==> config.mk <==
export PLATFORM = sky130hd
export DESIGN_NAME = nes_controller_reader
export DESIGN_NICKNAME = d
export VERILOG_FILES = /design/src/rtl/nes_pkg.sv /design/src/rtl/nes_sync.sv /design/src/rtl/nes_controller_reader.sv
export SDC_FILE = /design/constraint.sdc
export NUM_CORES = 1
export LEC_CHECK = 0
export ABC_AREA = 1
export BUFFER_PORTS_ARGS = -buffer_cell sky130_fd_sc_hd__clkbuf_2
export CORE_AREA = 2 2 73 75
export DETAILED_ROUTE_END_ITERATION = 8
export DIE_AREA = 0 0 75 77
export HOLD_SLACK_MARGIN = 0.1
export PLACE_DENSITY = 0.83
export SYNTH_ARGS = -nofsm -noshare
export SYNTH_HDL_FRONTEND = slang
export SYNTH_HIERARCHICAL = 1
export SYNTH_SLANG_ARGS = --single-unit
==> constraint.sdc <==
create_clock -name clock -period 3.5 [get_ports clock]
set_clock_uncertainty 0.15 [all_clocks]
set_input_delay 0.35 -clock clock [delete_from_list [all_inputs] [get_ports clock]]
set_output_delay 0.35 -clock clock [all_outputs]
set_load 0.005 [all_outputs]
==> src/rtl/nes_pkg.sv <==
// Shared constants and FSM state type for the NES pad reader.
// NES_PRESENCE_DETECT_EN adds a ninth clocked bit used for pad-presence detection.
package nes_pkg;

    localparam int unsigned BTN_A      = 0;
    localparam int unsigned BTN_B      = 1;
    localparam int unsigned BTN_SELECT = 2;
    localparam int unsigned BTN_START  = 3;
    localparam int unsigned BTN_UP     = 4;
    localparam int unsigned BTN_DOWN   = 5;
    localparam int unsigned BTN_LEFT   = 6;
    localparam int unsigned BTN_RIGHT  = 7;

`ifdef NES_PRESENCE_DETECT_EN
    localparam int unsigned LAST_BIT = 8;
`else
    localparam int unsigned LAST_BIT = 7;
`endif

    localparam int unsigned IDX_W = $clog2(LAST_BIT + 1);

    typedef enum logic [2:0] {
        StIdle,
        StLatch,
        StLow,
        StHigh,
        StDone
    } nes_state_e;

endpackage

==> src/rtl/nes_sync.sv <==
// Two-flop synchronizer for the pad data line; resets to 1 (idle / released level).
module nes_sync (
    input  logic clk_i,
    input  logic rst_i,
    input  logic d_i,
    output logic q_o
);

    logic meta_q;
    logic sync_q;

    always_ff @(posedge clk_i or posedge rst_i) begin
        if (rst_i) begin
            meta_q <= 1'b1;
            sync_q <= 1'b1;
        end else begin
            meta_q <= d_i;
            sync_q <= meta_q;
        end
    end

    assign q_o = sync_q;

endmodule

==> src/rtl/nes_controller_reader.sv <==
// Periodically polls a 4021-based NES pad and presents active-high button levels.
// Build option NES_PRESENCE_DETECT_EN clocks a ninth bit to detect a connected pad.
module nes_controller_reader
    import nes_pkg::*;
#(
    parameter int unsigned LATCH_CYCLES = 891,
    parameter int unsigned HALF_CYCLES  = 446,
    parameter int unsigned POLL_CYCLES  = 1237500
) (
    input  logic       clock,
    input  logic       reset,
    input  logic       nes_data,
    output logic       nes_latch,
    output logic       nes_clk,
    output logic [7:0] buttons,
    output logic       buttons_valid,
    output logic       nes_connected
);

    localparam int unsigned PHASE_MAX = (LATCH_CYCLES > HALF_CYCLES) ? LATCH_CYCLES : HALF_CYCLES;
    localparam int unsigned PHASE_W   = (PHASE_MAX > 1) ? $clog2(PHASE_MAX) : 1;
    localparam int unsigned POLL_W    = $clog2(POLL_CYCLES);

    localparam logic [PHASE_W-1:0] LATCH_END = PHASE_W'(LATCH_CYCLES - 1);
    localparam logic [PHASE_W-1:0] HALF_END  = PHASE_W'(HALF_CYCLES - 1);
    localparam logic [POLL_W-1:0]  POLL_END  = POLL_W'(POLL_CYCLES - 1);
    localparam logic [IDX_W-1:0]   IDX_LAST  = IDX_W'(LAST_BIT);

    // The poll tick must never land while a poll is still in progress.
    if (POLL_CYCLES <= LATCH_CYCLES + 18 * HALF_CYCLES + 2) begin : g_poll_too_short
        $error("POLL_CYCLES too small to fit one complete poll");
    end

    nes_state_e           state_q, state_d;
    logic [PHASE_W-1:0]   phase_q, phase_d;
    logic [POLL_W-1:0]    poll_q, poll_d;
    logic [IDX_W-1:0]     idx_q, idx_d;
    logic [LAST_BIT:0]    shift_q, shift_d;
    logic [7:0]           buttons_q, buttons_d;
    logic                 valid_q, valid_d;
    logic                 latch_q, clk_q;
    logic                 data_sync;

    nes_sync u_sync (
        .clk_i (clock),
        .rst_i (reset),
        .d_i   (nes_data),
        .q_o   (data_sync)
    );

    assign poll_d = (poll_q == POLL_END) ? '0 : poll_q + POLL_W'(1);

`ifdef NES_PRESENCE_DETECT_EN
    logic conn_q, conn_d;
`endif

    always_comb begin
        state_d   = state_q;
        phase_d   = phase_q + PHASE_W'(1);
        idx_d     = idx_q;
        shift_d   = shift_q;
        buttons_d = buttons_q;
        valid_d   = 1'b0;
`ifdef NES_PRESENCE_DETECT_EN
        conn_d    = conn_q;
`endif
        unique case (state_q)
            StIdle: begin
                phase_d = '0;
                if (poll_q == POLL_END) begin
                    state_d = StLatch;
                end
            end
            StLatch: begin
                if (phase_q == LATCH_END) begin
                    phase_d = '0;
                    idx_d   = '0;
                    state_d = StLow;
                end
            end
            StLow: begin
                if (phase_q == HALF_END) begin
                    phase_d        = '0;
                    shift_d[idx_q] = ~data_sync;
                    if (idx_q == IDX_LAST) begin
                        // Buttons and strobe load on the same edge so they move together.
                        state_d = StDone;
                        valid_d = 1'b1;
`ifdef NES_PRESENCE_DETECT_EN
                        conn_d    = shift_d[LAST_BIT];
                        buttons_d = conn_d ? shift_d[BTN_RIGHT:BTN_A] : 8'h00;
`else
                        buttons_d = shift_d[BTN_RIGHT:BTN_A];
`endif
                    end else begin
                        state_d = StHigh;
                    end
                end
            end
            StHigh: begin
                if (phase_q == HALF_END) begin
                    phase_d = '0;
                    idx_d   = idx_q + IDX_W'(1);
                    state_d = StLow;
                end
            end
            StDone: begin
                phase_d = '0;
                state_d = StIdle;
            end
            default: begin
                phase_d = '0;
                state_d = StIdle;
            end
        endcase
    end

    always_ff @(posedge clock or posedge reset) begin
        if (reset) begin
            state_q   <= StIdle;
            phase_q   <= '0;
            poll_q    <= '0;
            idx_q     <= '0;
            shift_q   <= '0;
            buttons_q <= 8'h00;
            valid_q   <= 1'b0;
            latch_q   <= 1'b0;
            clk_q     <= 1'b0;
        end else begin
            state_q   <= state_d;
            phase_q   <= phase_d;
            poll_q    <= poll_d;
            idx_q     <= idx_d;
            shift_q   <= shift_d;
            buttons_q <= buttons_d;
            valid_q   <= valid_d;
            latch_q   <= (state_d == StLatch);
            clk_q     <= (state_d == StHigh);
        end
    end

`ifdef NES_PRESENCE_DETECT_EN
    always_ff @(posedge clock or posedge reset) begin
        if (reset) begin
            conn_q <= 1'b0;
        end else begin
            conn_q <= conn_d;
        end
    end

    assign nes_connected = conn_q;
`else
    assign nes_connected = 1'b1;
`endif

    assign nes_latch     = latch_q;
    assign nes_clk       = clk_q;
    assign buttons       = buttons_q;
    assign buttons_valid = valid_q;

endmodule

# == After elaboration in Yosys (flattened, before gate mapping) ==
# Cells that the tools add are included.
# word_totals
reg_bits,58
output_inout_bits,12
wordCells,54
# op_classes
add_sub_neg,3
magnitude_cmp,2
n_eq_ne,11
mux,19
bitwise,1
n_reduce_logical,7
# op_table
operator,count
adder 21 x 1 -> 21 bit (second input constant),1
== test 21 bit (second input constant),1
2-to-1 mux 21 bit,1
2-to-1 mux 3 bit,7
2-to-1 mux 10 bit,2
case mux 10 bit (2 select lines),1
case mux 3 bit (4 select lines),1
adder 10 x 1 -> 10 bit (second input constant),1
== test 10 bit (second input constant),1
== test 10 x 9 -> 1 bit (second input constant),1
== test 3 x 2 -> 1 bit (second input constant),3
bitwise mux 8 bit,1
== test 3 x 1 -> 1 bit (second input constant),2
case mux 3 bit (2 select lines),1
AND reduction 3 bit,2
< comparator 3 x 4 -> 1 bit (second input constant),1
2-to-1 mux 1 bit,4
inequality test 2 bit (second input constant),2
adder 3 x 1 -> 3 bit (second input constant),1
demux 1 bit (select 3 bit),1
== test 3 bit (second input constant),1
>= comparator 3 x 1 -> 1 bit (second input constant),1
logical NOT 3 bit,1
AND reduction 2 bit,1
other kinds (4),4

# == Longest topological paths before layout ==
# depth
ltp_word,5
ltp_mapped,9

# == Hierarchy ==
# The synthesis kept the hierarchy.
# by_module_without_submodules
mod,instances,cells_per_inst,area_each_um2,seq_area_each_um2
nes_controller_reader,1,406,3075.4,1401.3
nes_sync,1,3,56.3,52.6

# == Worst setup path before layout ==
# Ideal clock, no wire load.
# synth_path
path_kind,register to register
start,register idx_q[1]
end,register buttons_q[6] (netlist: buttons[6])
setup_time_ns,0.117
arrival_ns,1.326
required_ns,3.233
slack_ns,1.907
path_stages_with_launch,7
n_path_buf,1
synth_period_minus_slack_ns,1.593
cell_sequence,dfrtp_1 ha_1 ha_1 clkbuf_1 nand3_1 nand2_1 nand2_1
# synth_between
elab_chain_len,5
elab_cells_between_ends,8
cone_classes,order compare (2); eq/ne (1); mux (3); reduce/logical (2)
# synth_rtl
item,line,text
from (decl),nes_controller_reader.sv:37,"logic [IDX_W-1:0] idx_q, idx_d;"
from (signal assigned),nes_controller_reader.sv:133,idx_q <= idx_d;
< comparator 3 x 4 -> 1 bit (implied by the code) or >= comparator 3 x 1 -> 1 bit (tied branches),nes_controller_reader.sv:84,shift_d[idx_q] = ~data_sync;
logical AND 1 bit (implied by the code),nes_controller_reader.sv:84,
2-to-1 mux 1 bit (implied by the code),nes_controller_reader.sv:84,
demux 1 bit (select 3 bit),nes_controller_reader.sv:84,
bitwise mux 8 bit,nes_controller_reader.sv:84,
to (signal assigned),nes_controller_reader.sv:135,buttons_q <= buttons_d;
to (decl),nes_controller_reader.sv:39,"logic [7:0] buttons_q, buttons_d;"
# Several ways; a longest one is shown, not always the timed one.
# A chain may end at the register's enable or synchronous reset.

# == Worst setup path in the final report ==
# layout_path
start,register idx_q[1]
end,register state_q[1]
# layout_between
elab_chain_len,4
# layout_rtl
item,line,text
== test 3 bit,nes_controller_reader.sv:85,if (idx_q == IDX_LAST) begin
2-to-1 mux 3 bit,nes_controller_reader.sv:85,
2-to-1 mux 3 bit,nes_controller_reader.sv:82,if (phase_q == HALF_END) begin
case mux 3 bit (4 select lines),nes_controller_reader.sv:67,unique case (state_q)
named net state_d[1],nes_controller_reader.sv:34,"nes_state_e state_q, state_d;"
to (signal assigned),nes_controller_reader.sv:120,state_q <= StIdle;
to (signal assigned),nes_controller_reader.sv:130,state_q <= state_d;
to (decl),nes_controller_reader.sv:34,
# The timed path passes the listed nets, and every way through them passes these cells.

==> flow_summary.json <==
{
  "status": "completed",
  "timing.fmax_mhz": 533,
  "gr-usage-all-layers": 0.266,
  "antenna_found_initial": 0,
  "use_met3": 0.0657,
  "reg2reg_to": "state_q[1]$_DFF_PP0_",
  "worstSetupEndpointType": "flip-flop",
  "cp-start-kind": "flip-flop",
  "yosys.area.top_type_share": 0.447,
  "rr_worst_depth": 5,
  "grt-ovfl-total": 0,
  "htree_levels": 3,
  "clkSinkCount": 58,
  "die_x_um": 75,
  "avgRoutedWirePerCell_um": 13.5,
  "layout_setup_ws_ns": 1.62,
  "insertion_delay_ns": 0.34,
  "max-cap-violations": 0,
  "post_route_cells_drive_above_1_share": 0.121,
  "cts_root_buf": "clkbuf_8",
  "cp_cell_sequence": "ha_1 -> ha_1 -> inv_1 -> o21ai_0 -> nand3b_1",
  "path_class": "flip-flop to flip-flop",
  "slew_headroom": 0.400,
  "ff2ff_setup_slack_ns": 1.62,
  "leakage_uw": 0.00179,
  "hp-start": "u_sync/meta_q$_DFF_PP1_",
  "n_fill_cell": 401,
  "grt_pass1_vias": 2698,
  "synth_most_common_cell": "nand2_1",
  "hpwl_um": 4870,
  "register_area_um2": 1450,
  "synthArstFlopShare": 1.00,
  "drtPass1Iterations": 5,
  "cts-buffers-inserted": 9,
  "synth.yosys.seq_area_share": 0.464,
  "cpMostUsedCell": "ha_1",
  "synth_commonest_cells": "nand2_1 (124), nor2_1 (66), dfrtp_1 (56), inv_1 (43), nand3_1 (37)",
  "cts.repair.resized": 0,
  "syn_area_um2": 3130,
  "diodes": 0,
  "report.final.hold_viol_count": 0,
  "drtIter0Drc": 132,
  "path_delay_family": "adder cells",
  "drv_slew": 0,
  "syn2layout_area_growth_pct": 13.0,
  "pin_count": 15,
  "ys.flop_type": "dfrtp_1",
  "dieArea_um2": 5780,
  "synth_seq_cells": 58,
  "multi_input_area_um2": 1460,
  "grt_start_max_net_pins": 44,
  "synthCells": 409,
  "ir_drop_v": 0.000424,
  "met2_usage": 0.441,
  "wirelength_um": 6850,
  "portBuffers": 13,
  "cp.required_ns": 3.56,
  "ant_nets": 0,
  "tns_ns": 0,
  "rows": 26,
  "tightest_slew_ns": 0.898,
  "hold_class": "flip-flop to flip-flop",
  "rr_startpoint": "idx_q[1]$_DFFE_PP0P_",
  "vias": 2659,
  "cp_slowest_stage_delay_ns": 0.50,
  "synthesis.nets": 418,
  "grt_pass1_wl_um": 11600,
  "clk_path_buf_depth": 2,
  "worst_hold_path.endpoint": "u_sync/q_o$_DFF_PP1_",
  "vias_per_cell": 5.24,
  "yosysWarnings": 6,
  "synth_top_area_cell": "dfrtp_1",
  "grt.met1_usage": 0.314,
  "core_area_um2": 4980,
  "synthDistinctLibCells": 26,
  "fin_nets": 441,
  "finalSetupViolations": 0,
  "drc": 0,
  "tritoncts": "done",
  "min_period_ns": 1.88,
  "post-place-ws_ns": 1.71,
  "gp_congestion": 0.907,
  "grt.busiest_layer": "met2",
  "synthTopCellsByArea": "dfrtp_1 (45%), nand2_1 (15%), nor2_1 (7.9%), nand3_1 (5.9%), inv_1 (5.2%)",
  "avgSynthCellArea_um2": 7.66,
  "crit_buf_inv": 1,
  "crit_path_top_delay_cell": "dfrtp_1",
  "rsz0062_at_grt": "false",
  "arrival_ns": 1.94,
  "holdPathStages": 0,
  "synth_edf_count": 0,
  "clk_pin_slew_worst_paths_ns": 0.06,
  "power.density_nw_per_um2": 415,
  "crit_fanout": 12,
  "initial_core_util": 0.629,
  "finalCritPeriodShare": 0.536,
  "die_y_um": 77
}
registers in the layout, indices dropped and copies added (netlist names):
name,count
state_q,3
shift_q,8
u_sync/meta_q,1
nes_latch,1
nes_clk,1
idx_q,3
buttons,8
buttons_valid,1
phase_q,10
u_sync/q_o,1
poll_q,21
layer usage:
layer	up-vias	share of wire	routed length (um)
met5	-	0	0
met4	0	0.028	192
met3	23	0.040	274
met2	84	0.51	3500
met1	1243	0.42	2870
li1	1309	-	-
through the flow:
stage          instances  total power [uW]   util  instance area, um^2  hold slack (ns)
2_1_floorplan        409               697      -                 3130            0.112
3_3_place_gp         489               702  0.657                 3270            0.200
3_5_place_dp         489               703  0.657                 3270            0.205
4_1_cts              507              1470  0.711                 3540            0.214
5_1_grt              507              1510  0.711                 3540            0.217
6_report             507              1470  0.711                 3540            0.212
cells by family after synthesis:
kind of cell | count (synthesis) | synth area share
compound gates | 10 | 0.0160
xor+xnor | 21 | 0.0587
fa+ha+maj | 6 | 0.0240
buf+inv | 54 | 0.0683
flops | 58 | 0.464
other cells | 1 | 0.00120
simple gates | 259 | 0.368
power by group:
part	switching [uW]	total, uW	internal [uW]
Combinational	14.1	17.4	3.29
Clock	268	777	509
Sequential	1.32	674	672
final cells by class:
| class | count | area share |
|---|---|---|
| multi-input cells | 297 | 0.414 |
| flip-flops and latches | 58 | 0.411 |
| repair buffers | 16 | 0.0262 |
| well taps | 70 | 0.0247 |
| inverters | 50 | 0.0537 |
| clock buffers | 11 | 0.0428 |
| clock inverters | 5 | 0.0283 |
repair_timing:
item	in CTS	in global routing
hold endpoints to repair	45	0
hold buffers	2	0
buffers inserted	0	0
worst max path at each step:
stage | from | to | slack, ns | depth (start not counted)
2_1_floorplan | reset | buttons[0]$_DFFE_PP0P_ | 1.63 | 1
3_5_place_dp | poll_q[0]$_DFF_PP0_ | poll_q[15]$_DFF_PP0_ | 1.71 | 7
6_report | idx_q[1]$_DFFE_PP0P_ | state_q[1]$_DFF_PP0_ | 1.62 | 5
3_3_place_gp | poll_q[0]$_DFF_PP0_ | poll_q[13]$_DFF_PP0_ | 1.83 | 7
5_1_grt | poll_q[0]$_DFF_PP0_ | poll_q[20]$_DFF_PP0_ | 1.49 | 7
4_1_cts | idx_q[1]$_DFFE_PP0P_ | state_q[1]$_DFF_PP0_ | 1.70 | 5
worst register-to-register path, delay by kind of cell (launching register included):
kind / cells / cell delay [ns]
flip-flops: 1 / 0.50
buffers and inverters: 1 / 0.13
AO/OA/AOI/OAI: 1 / 0.21
AND/OR/NAND/NOR: 1 / 0.10
adder cells (fa/ha/maj): 2 / 0.67
placed cells by master (no fill, tap or decap), drive strengths merged:
master	instances
clkbuf	24
and2	2
xor2	13
ha	6
conb	1
dlygate4sd3	2
inv	48
clkinv	4
nor3	6
nand3b	1
buf	1
dfstp	2
bufinv	3
nand4	11
nand2	129
o21ai	10
nand3	37
nor2	73
dfrtp	56
xnor2	8
Power figures use the tool's default switching activity.
